`src/rtl/tlb_pkg.sv`:
```
// Shared TLB constants, page-table-walk FSM states and the fill payload.
// Geometry defaults are also used by the TLB set array.
package tlb_pkg;

    localparam int unsigned ADDR   = 64;
    localparam int unsigned PAGE   = 12;
    localparam int unsigned PCID_B = 12;
    localparam int unsigned LEVELS = 4;
    localparam int unsigned IDX_B  = 9;

    localparam int unsigned VPN_B  = ADDR - PAGE;
    localparam int unsigned LVL_B  = (LEVELS > 1) ? $clog2(LEVELS) : 1;
    localparam int unsigned PTE_SH = $clog2(ADDR / 8);

    localparam int unsigned PTE_V  = 0;
    localparam int unsigned PTE_L  = 1;

    typedef enum logic [1:0] {
        ST_IDLE = 2'd0,
        ST_REQ  = 2'd1,
        ST_WAIT = 2'd2,
        ST_FILL = 2'd3
    } walk_state_e;

    typedef struct packed {
        logic [VPN_B-1:0]  va_page;
        logic [PCID_B-1:0] pcid;
        logic [VPN_B-1:0]  ppn;
        logic [LVL_B-1:0]  level;
        logic              fault;
    } fill_t;

endpackage

```
`src/rtl/tlb_walker_addr.sv`:
```
// Per-level PTE address generation and superpage PPN merge (combinational).
module tlb_walker_addr
    import tlb_pkg::*;
(
    input  logic [VPN_B-1:0] i_va_page,
    input  logic [VPN_B-1:0] i_tbl_ppn,
    input  logic [LVL_B-1:0] i_lvl,
    input  logic [VPN_B-1:0] i_pte_ppn,
    output logic [ADDR-1:0]  o_pte_addr,
    output logic [VPN_B-1:0] o_leaf_ppn
);

    logic [IDX_B-1:0] w_idx;
    logic [VPN_B-1:0] w_low_mask;

    assign w_idx      = IDX_B'(i_va_page >> (IDX_B * i_lvl));
    assign o_pte_addr = {i_tbl_ppn, PAGE'(0)} + (ADDR'(w_idx) << PTE_SH);

    // Superpage leaves take their low lvl*IDX_B PPN bits from the VA.
    assign w_low_mask = ~({VPN_B{1'b1}} << (IDX_B * i_lvl));
    assign o_leaf_ppn = (i_pte_ppn & ~w_low_mask) | (i_va_page & w_low_mask);

endmodule

```
`src/rtl/tlb_walker.sv`:
```
// Radix page-table walker: one miss in, PTE reads out, fill/fault back to the TLB.
// Define TLBW_STATS_EN to add the stat_walks / stat_faults counters.
module tlb_walker
    import tlb_pkg::*;
(
    input  logic              clk,
    input  logic              rst_n,
    input  logic              miss_valid,
    output logic              miss_ready,
    input  logic [ADDR-1:0]   miss_va,
    input  logic [PCID_B-1:0] miss_pcid,
    input  logic [VPN_B-1:0]  ptbr_ppn,
    output logic              mem_req_valid,
    input  logic              mem_req_ready,
    output logic [ADDR-1:0]   mem_req_addr,
    input  logic              mem_rsp_valid,
    input  logic [ADDR-1:0]   mem_rsp_data,
    output logic              fill_valid,
    input  logic              fill_ready,
    output logic [VPN_B-1:0]  fill_va_page,
    output logic [PCID_B-1:0] fill_pcid,
    output logic [VPN_B-1:0]  fill_ppn,
    output logic [LVL_B-1:0]  fill_level,
    output logic              fill_fault
`ifdef TLBW_STATS_EN
    ,
    output logic [31:0]       stat_walks,
    output logic [31:0]       stat_faults
`endif
);

    walk_state_e       r_state, w_state_nxt;
    logic [VPN_B-1:0]  r_va, w_va_nxt;
    logic [VPN_B-1:0]  r_tbl, w_tbl_nxt;
    logic [LVL_B-1:0]  r_lvl, w_lvl_nxt;
    logic [PCID_B-1:0] r_pcid;
    logic              r_miss_ready, r_req_valid, r_fill_valid;
    logic [ADDR-1:0]   r_req_addr;
    fill_t             r_fill;

    logic              w_accept, w_leaf, w_fault;
    logic              w_pte_v, w_pte_l;
    logic [VPN_B-1:0]  w_pte_ppn, w_leaf_ppn;
    logic [ADDR-1:0]   w_pte_addr;
    logic              w_unused;

    assign w_pte_v   = mem_rsp_data[PTE_V];
    assign w_pte_l   = mem_rsp_data[PTE_L];
    assign w_pte_ppn = mem_rsp_data[ADDR-1:PAGE];
    assign w_unused  = ^{mem_rsp_data[PAGE-1:2], miss_va[PAGE-1:0]};

    // Address unit sees the next-cycle walk context so the request address is registered.
    tlb_walker_addr u_addr (
        .i_va_page  (w_va_nxt),
        .i_tbl_ppn  (w_tbl_nxt),
        .i_lvl      (w_lvl_nxt),
        .i_pte_ppn  (w_pte_ppn),
        .o_pte_addr (w_pte_addr),
        .o_leaf_ppn (w_leaf_ppn)
    );

    always_comb begin
        w_state_nxt = r_state;
        w_va_nxt    = r_va;
        w_tbl_nxt   = r_tbl;
        w_lvl_nxt   = r_lvl;
        w_accept    = 1'b0;
        w_leaf      = 1'b0;
        w_fault     = 1'b0;
        case (r_state)
            ST_IDLE: begin
                if (miss_valid) begin
                    w_accept    = 1'b1;
                    w_va_nxt    = miss_va[ADDR-1:PAGE];
                    w_tbl_nxt   = ptbr_ppn;
                    w_lvl_nxt   = LVL_B'(LEVELS - 1);
                    w_state_nxt = ST_REQ;
                end
            end
            ST_REQ: begin
                if (mem_req_ready) w_state_nxt = ST_WAIT;
            end
            ST_WAIT: begin
                if (mem_rsp_valid) begin
                    if (!w_pte_v) begin
                        w_fault     = 1'b1;
                        w_state_nxt = ST_FILL;
                    end else if (w_pte_l) begin
                        w_leaf      = 1'b1;
                        w_state_nxt = ST_FILL;
                    end else if (r_lvl != '0) begin
                        w_tbl_nxt   = w_pte_ppn;
                        w_lvl_nxt   = r_lvl - LVL_B'(1);
                        w_state_nxt = ST_REQ;
                    end else begin
                        w_fault     = 1'b1;
                        w_state_nxt = ST_FILL;
                    end
                end
            end
            ST_FILL: begin
                if (fill_ready) w_state_nxt = ST_IDLE;
            end
            default: w_state_nxt = ST_IDLE;
        endcase
    end

    always_ff @(posedge clk or negedge rst_n) begin
        if (!rst_n) begin
            r_state      <= ST_IDLE;
            r_va         <= '0;
            r_tbl        <= '0;
            r_lvl        <= '0;
            r_pcid       <= '0;
            r_miss_ready <= 1'b1;
            r_req_valid  <= 1'b0;
            r_fill_valid <= 1'b0;
            r_req_addr   <= '0;
            r_fill       <= '0;
        end else begin
            r_state      <= w_state_nxt;
            r_va         <= w_va_nxt;
            r_tbl        <= w_tbl_nxt;
            r_lvl        <= w_lvl_nxt;
            r_miss_ready <= (w_state_nxt == ST_IDLE);
            r_req_valid  <= (w_state_nxt == ST_REQ);
            r_fill_valid <= (w_state_nxt == ST_FILL);
            if (w_accept) r_pcid <= miss_pcid;
            if (w_state_nxt == ST_REQ && r_state != ST_REQ) r_req_addr <= w_pte_addr;
            if (w_leaf || w_fault) begin
                r_fill.va_page <= r_va;
                r_fill.pcid    <= r_pcid;
                r_fill.ppn     <= w_leaf ? w_leaf_ppn : '0;
                r_fill.level   <= w_leaf ? r_lvl : '0;
                r_fill.fault   <= w_fault;
            end
        end
    end

`ifdef TLBW_STATS_EN
    logic [31:0] r_stat_walks, r_stat_faults;

    always_ff @(posedge clk or negedge rst_n) begin
        if (!rst_n) begin
            r_stat_walks  <= '0;
            r_stat_faults <= '0;
        end else begin
            if (w_accept) r_stat_walks <= r_stat_walks + 32'd1;
            if (r_state == ST_FILL && fill_ready && r_fill.fault)
                r_stat_faults <= r_stat_faults + 32'd1;
        end
    end

    assign stat_walks  = r_stat_walks;
    assign stat_faults = r_stat_faults;
`endif

    assign miss_ready    = r_miss_ready;
    assign mem_req_valid = r_req_valid;
    assign mem_req_addr  = r_req_addr;
    assign fill_valid    = r_fill_valid;
    assign fill_va_page  = r_fill.va_page;
    assign fill_pcid     = r_fill.pcid;
    assign fill_ppn      = r_fill.ppn;
    assign fill_level    = r_fill.level;
    assign fill_fault    = r_fill.fault;

endmodule
```
`config.mk`:
```
export PLATFORM = sky130hd
export DESIGN_NAME = tlb_walker
export DESIGN_NICKNAME = d
export VERILOG_FILES = /design/src/rtl/tlb_pkg.sv /design/src/rtl/tlb_walker_addr.sv /design/src/rtl/tlb_walker.sv
export SDC_FILE = /design/constraint.sdc
export NUM_CORES = 1
export LEC_CHECK = 0
export ABC_AREA = 1
export ABC_CLOCK_PERIOD_IN_PS = 2230
export CAP_MARGIN = 20
export CORE_MARGIN = 5
export CORE_UTILIZATION = 25
export DETAILED_ROUTE_END_ITERATION = 12
export GPL_TIMING_DRIVEN = 0
export SYNTH_ARGS = -nofsm -noshare
export SYNTH_HDL_FRONTEND = slang
export SYNTH_SLANG_ARGS = --single-unit
```
`constraint.sdc`:
```
create_clock -name clk -period 2.23 [get_ports clk]
set_clock_uncertainty 0.1 [all_clocks]
set_input_delay 0.223 -clock clk [delete_from_list [all_inputs] [get_ports clk]]
set_output_delay 0.223 -clock clk [all_outputs]
set_load 0.1 [all_outputs]
```
==> out/results.md <==
### GRT
* **pin count of the biggest net entering global routing** 117
* **GRT overflow** 0
* **vias in the first global route** 9877
* **first-pass GRT wire length** 63.4 mm
* **GRT Overall Usage** 0.180
* **antenna violations before repair** 4

### Route
* **highest metal layer used by the detailed router** met5
* **drc violations** 0
* **number of iterations in the first detailed-routing pass** 8
* **DR WL met2** 20.1 mm
* **Met3 Wirelength** 2.75 mm
* **Iteration-0 DRC Markers** 596
* **routed length per instance** 20.4 µm
* **post-detailed-route via-to-cell ratio** 4.57
* **antenna-violating nets left** 0
* **length of routed wiring on met1** 18.7 mm
* **total wirelength of the detailed-routed design** 42.7 mm
* **vias after detailed routing** 9542

### Placed design
* **HPWL after detailed placement** 32.6 mm
* **weighted congestion at the end of routability-driven global placement** 0.941
* **number of buffers inserted by port buffering** 358
* **placement-stage worst setup slack** -0.621 ns
* **post-detailed-placement cell area** 14700 µm²

### Clocking
* **Clk pin slew, worst setup/hold paths** 0.06 ns
* **number of buffers created by CTS** 30
* **clock insertion delay at the later pin of the skew report** 0.56 ns
* **CTS H-Tree Depth** 1
* **clock tree from TritonCTS** built
* **Clock Path Buffers** 3
* **Num Clock Sinks** 251
* **Root Buffer** sky130_fd_sc_hd__clkbuf_16

### Synthesis
* **Synth area leader** sky130_fd_sc_hd__dfrtp_1
* **dominant synthesized flop cell** sky130_fd_sc_hd__dfrtp_1
* **number of enable flip-flop cells after synthesis** 0
* **largest cells by area after synthesis** sky130_fd_sc_hd__dfrtp_1, sky130_fd_sc_hd__nand2_1, sky130_fd_sc_hd__o21ai_1
* **sequential-to-total area share from yosys stat** 0.604
* **number of storage elements in the synthesis netlist** 251
* **Avg Inst Size Synth** 9.17 µm²
* **share of synthesized registers carrying an async set or reset** 1.00
* **area fraction of the dominant cell type after synthesis** 0.602
* **synthesized cell area** 10400 µm²
* **dominant cell by count in the synthesized netlist** sky130_fd_sc_hd__nand2_1
* **count of cell types in the netlist** 26
* **post-synthesis cell count** 1134
* **Yosys warning total** 0
* **ranking of synthesized cells by instance count** sky130_fd_sc_hd__nand2_1, sky130_fd_sc_hd__dfrtp_1, sky130_fd_sc_hd__inv_1

### Finish
* **utilization of the core after routing** 0.383
* **share of layout cells above drive strength 1** 0.0989
* **Layout area overhead** 51.0%
* **Finished Cell Area** 15700 µm²
* **nets** 1733
* **fill count** 4170

### Worst setup path
* **peak fanout along the critical path** 2
* **required time at the endpoint of the critical path** 1.91 ns
* **crit start category** flip-flop
* **CP bufs+invs** 1
* **cell-by-cell trace of the critical path** dlygate4sd2_1
* **classification of the worst setup path** flip-flop to output pin
* **critical path endpoint category** output pin
* **Critical Path Slowest Stage Cell** sky130_fd_sc_hd__dlygate4sd2_1
* **CP arrival** 1.85 ns
* **longest individual stage delay on the worst path** 0.93 ns
* **family with the most delay on the worst path** buffers and inverters

### Timing
* **final-report setup violation count** 0
* **worst max-slew margin expressed relative to the limit** 0.278
* **total count of max-transition violations in the final report** 0
* **tightest hold margin** 0.104 ns
* **shortest period the worst path allows** 2.17 ns
* **Worst Setup Slack, final** 0.0561 ns
* **RSZ-0062 raised after global routing** yes
* **Hold Violations, Final** 0
* **Fmax achieved** 0.460 GHz
* **slew at the pin with the worst max-slew slack** 1.09 ns
* **final clock period utilization by the worst path** 0.975

### Die
* **effective utilization at floorplan** 0.254
* **horizontal die dimension** 214 µm
* **io pins** 384
* **vertical die dimension** 214 µm
* **number of rows created at floorplan** 74
* **die outline area** 45800 µm²
* **Core ar.** 41000 µm²

### Worst hold path
* **Hold Crit Class** primary input to flip-flop

### Outcome
* **result of the run** complete, no violations

### Job
* **max capacitance violation total** 0

cell families (layout without fill, tap and decap cells):
logic type	after synthesis	in the layout	synth area share
simple gates	459	459	0.179
flops	251	251	0.604
compound gates	247	247	0.141
buf+inv	176	597	0.0758
other cells	1	4	0.000361
metrics by stage:
step,TNS (ns),instances
6_report,0,2090
5_1_grt,-0.141,2090
4_1_cts,0,2089
3_5_place_dp,-39.95,2028
3_3_place_gp,-2590.30,2026
2_1_floorplan,0,1136
cells in the final DEF, fill, tap and decap left out, types with 22 or more instances in the layout:
master	n
sky130_fd_sc_hd__clkbuf_16	31
sky130_fd_sc_hd__inv_1	100
sky130_fd_sc_hd__dfrtp_1	250
sky130_fd_sc_hd__dlygate4sd2_1	177
sky130_fd_sc_hd__a22oi_1	52
sky130_fd_sc_hd__nand3_1	47
sky130_fd_sc_hd__nor2_1	22
sky130_fd_sc_hd__a22o_1	25
sky130_fd_sc_hd__clkdlybuf4s50_1	174
sky130_fd_sc_hd__o21ai_0	70
sky130_fd_sc_hd__buf_2	27
sky130_fd_sc_hd__o21ai_1	80
sky130_fd_sc_hd__nand2_1	376
sequential cells by signal (all words and copies together), names as in the netlist, 2 cells and up:
name          count
mem_req_addr     61
r_lvl             2
r_va             52
fill_pcid        12
r_state           2
fill_level        2
fill_ppn         52
r_pcid           12
fill_va_page     52
worst paths after layout:
check / start / to / slack, ns / cells past startpoint
max: fill_ppn[23] / fill_ppn[23] / 0.06 / 1
min: miss_va[48] / r_va[36] / 0.10 / 3
max reg2reg: r_state[0] / mem_req_addr[4] / 0.07 / 10
min reg2reg: mem_req_addr[21] / mem_req_addr[21] / 0.36 / 2
max in group asynchronous: rst_n / fill_va_page[20] / 1.14 / 4
min in group asynchronous: rst_n / fill_va_page[5] / 0.16 / 3
repair_timing:
item	in CTS	in global routing
hold buffers	2	0
hold endpoints to repair	250	0
buffers inserted	5	0
resized for setup	200	35
setup endpoints to repair	254	71
pin swaps	2	0
layer usage:
metal	track usage	vias up
li1	-	4475
met1	0.240	4657
met2	0.299	348
met3	0.0370	60
met4	0.0496	2
met5	0	-
final cells by class:
| cell class | count | area [µm²] | share of cell area |
|---|---|---|---|
| diodes | 1 | 2.50 | 0.000159 |
| plain buffers | 67 | 405 | 0.0258 |
| clock buffers | 44 | 895 | 0.0569 |
| clock inverters | 10 | 131 | 0.00836 |
| inverters | 108 | 405 | 0.0258 |
| multi-input cells | 709 | 3390 | 0.216 |
| flip-flops and latches | 251 | 6280 | 0.400 |
| well taps | 532 | 666 | 0.0424 |
| repair buffers | 368 | 3530 | 0.225 |
Power is left out: the tool's default activity adds up to more than one toggle a clock period on the data nets, which glitch-free logic cannot reach.
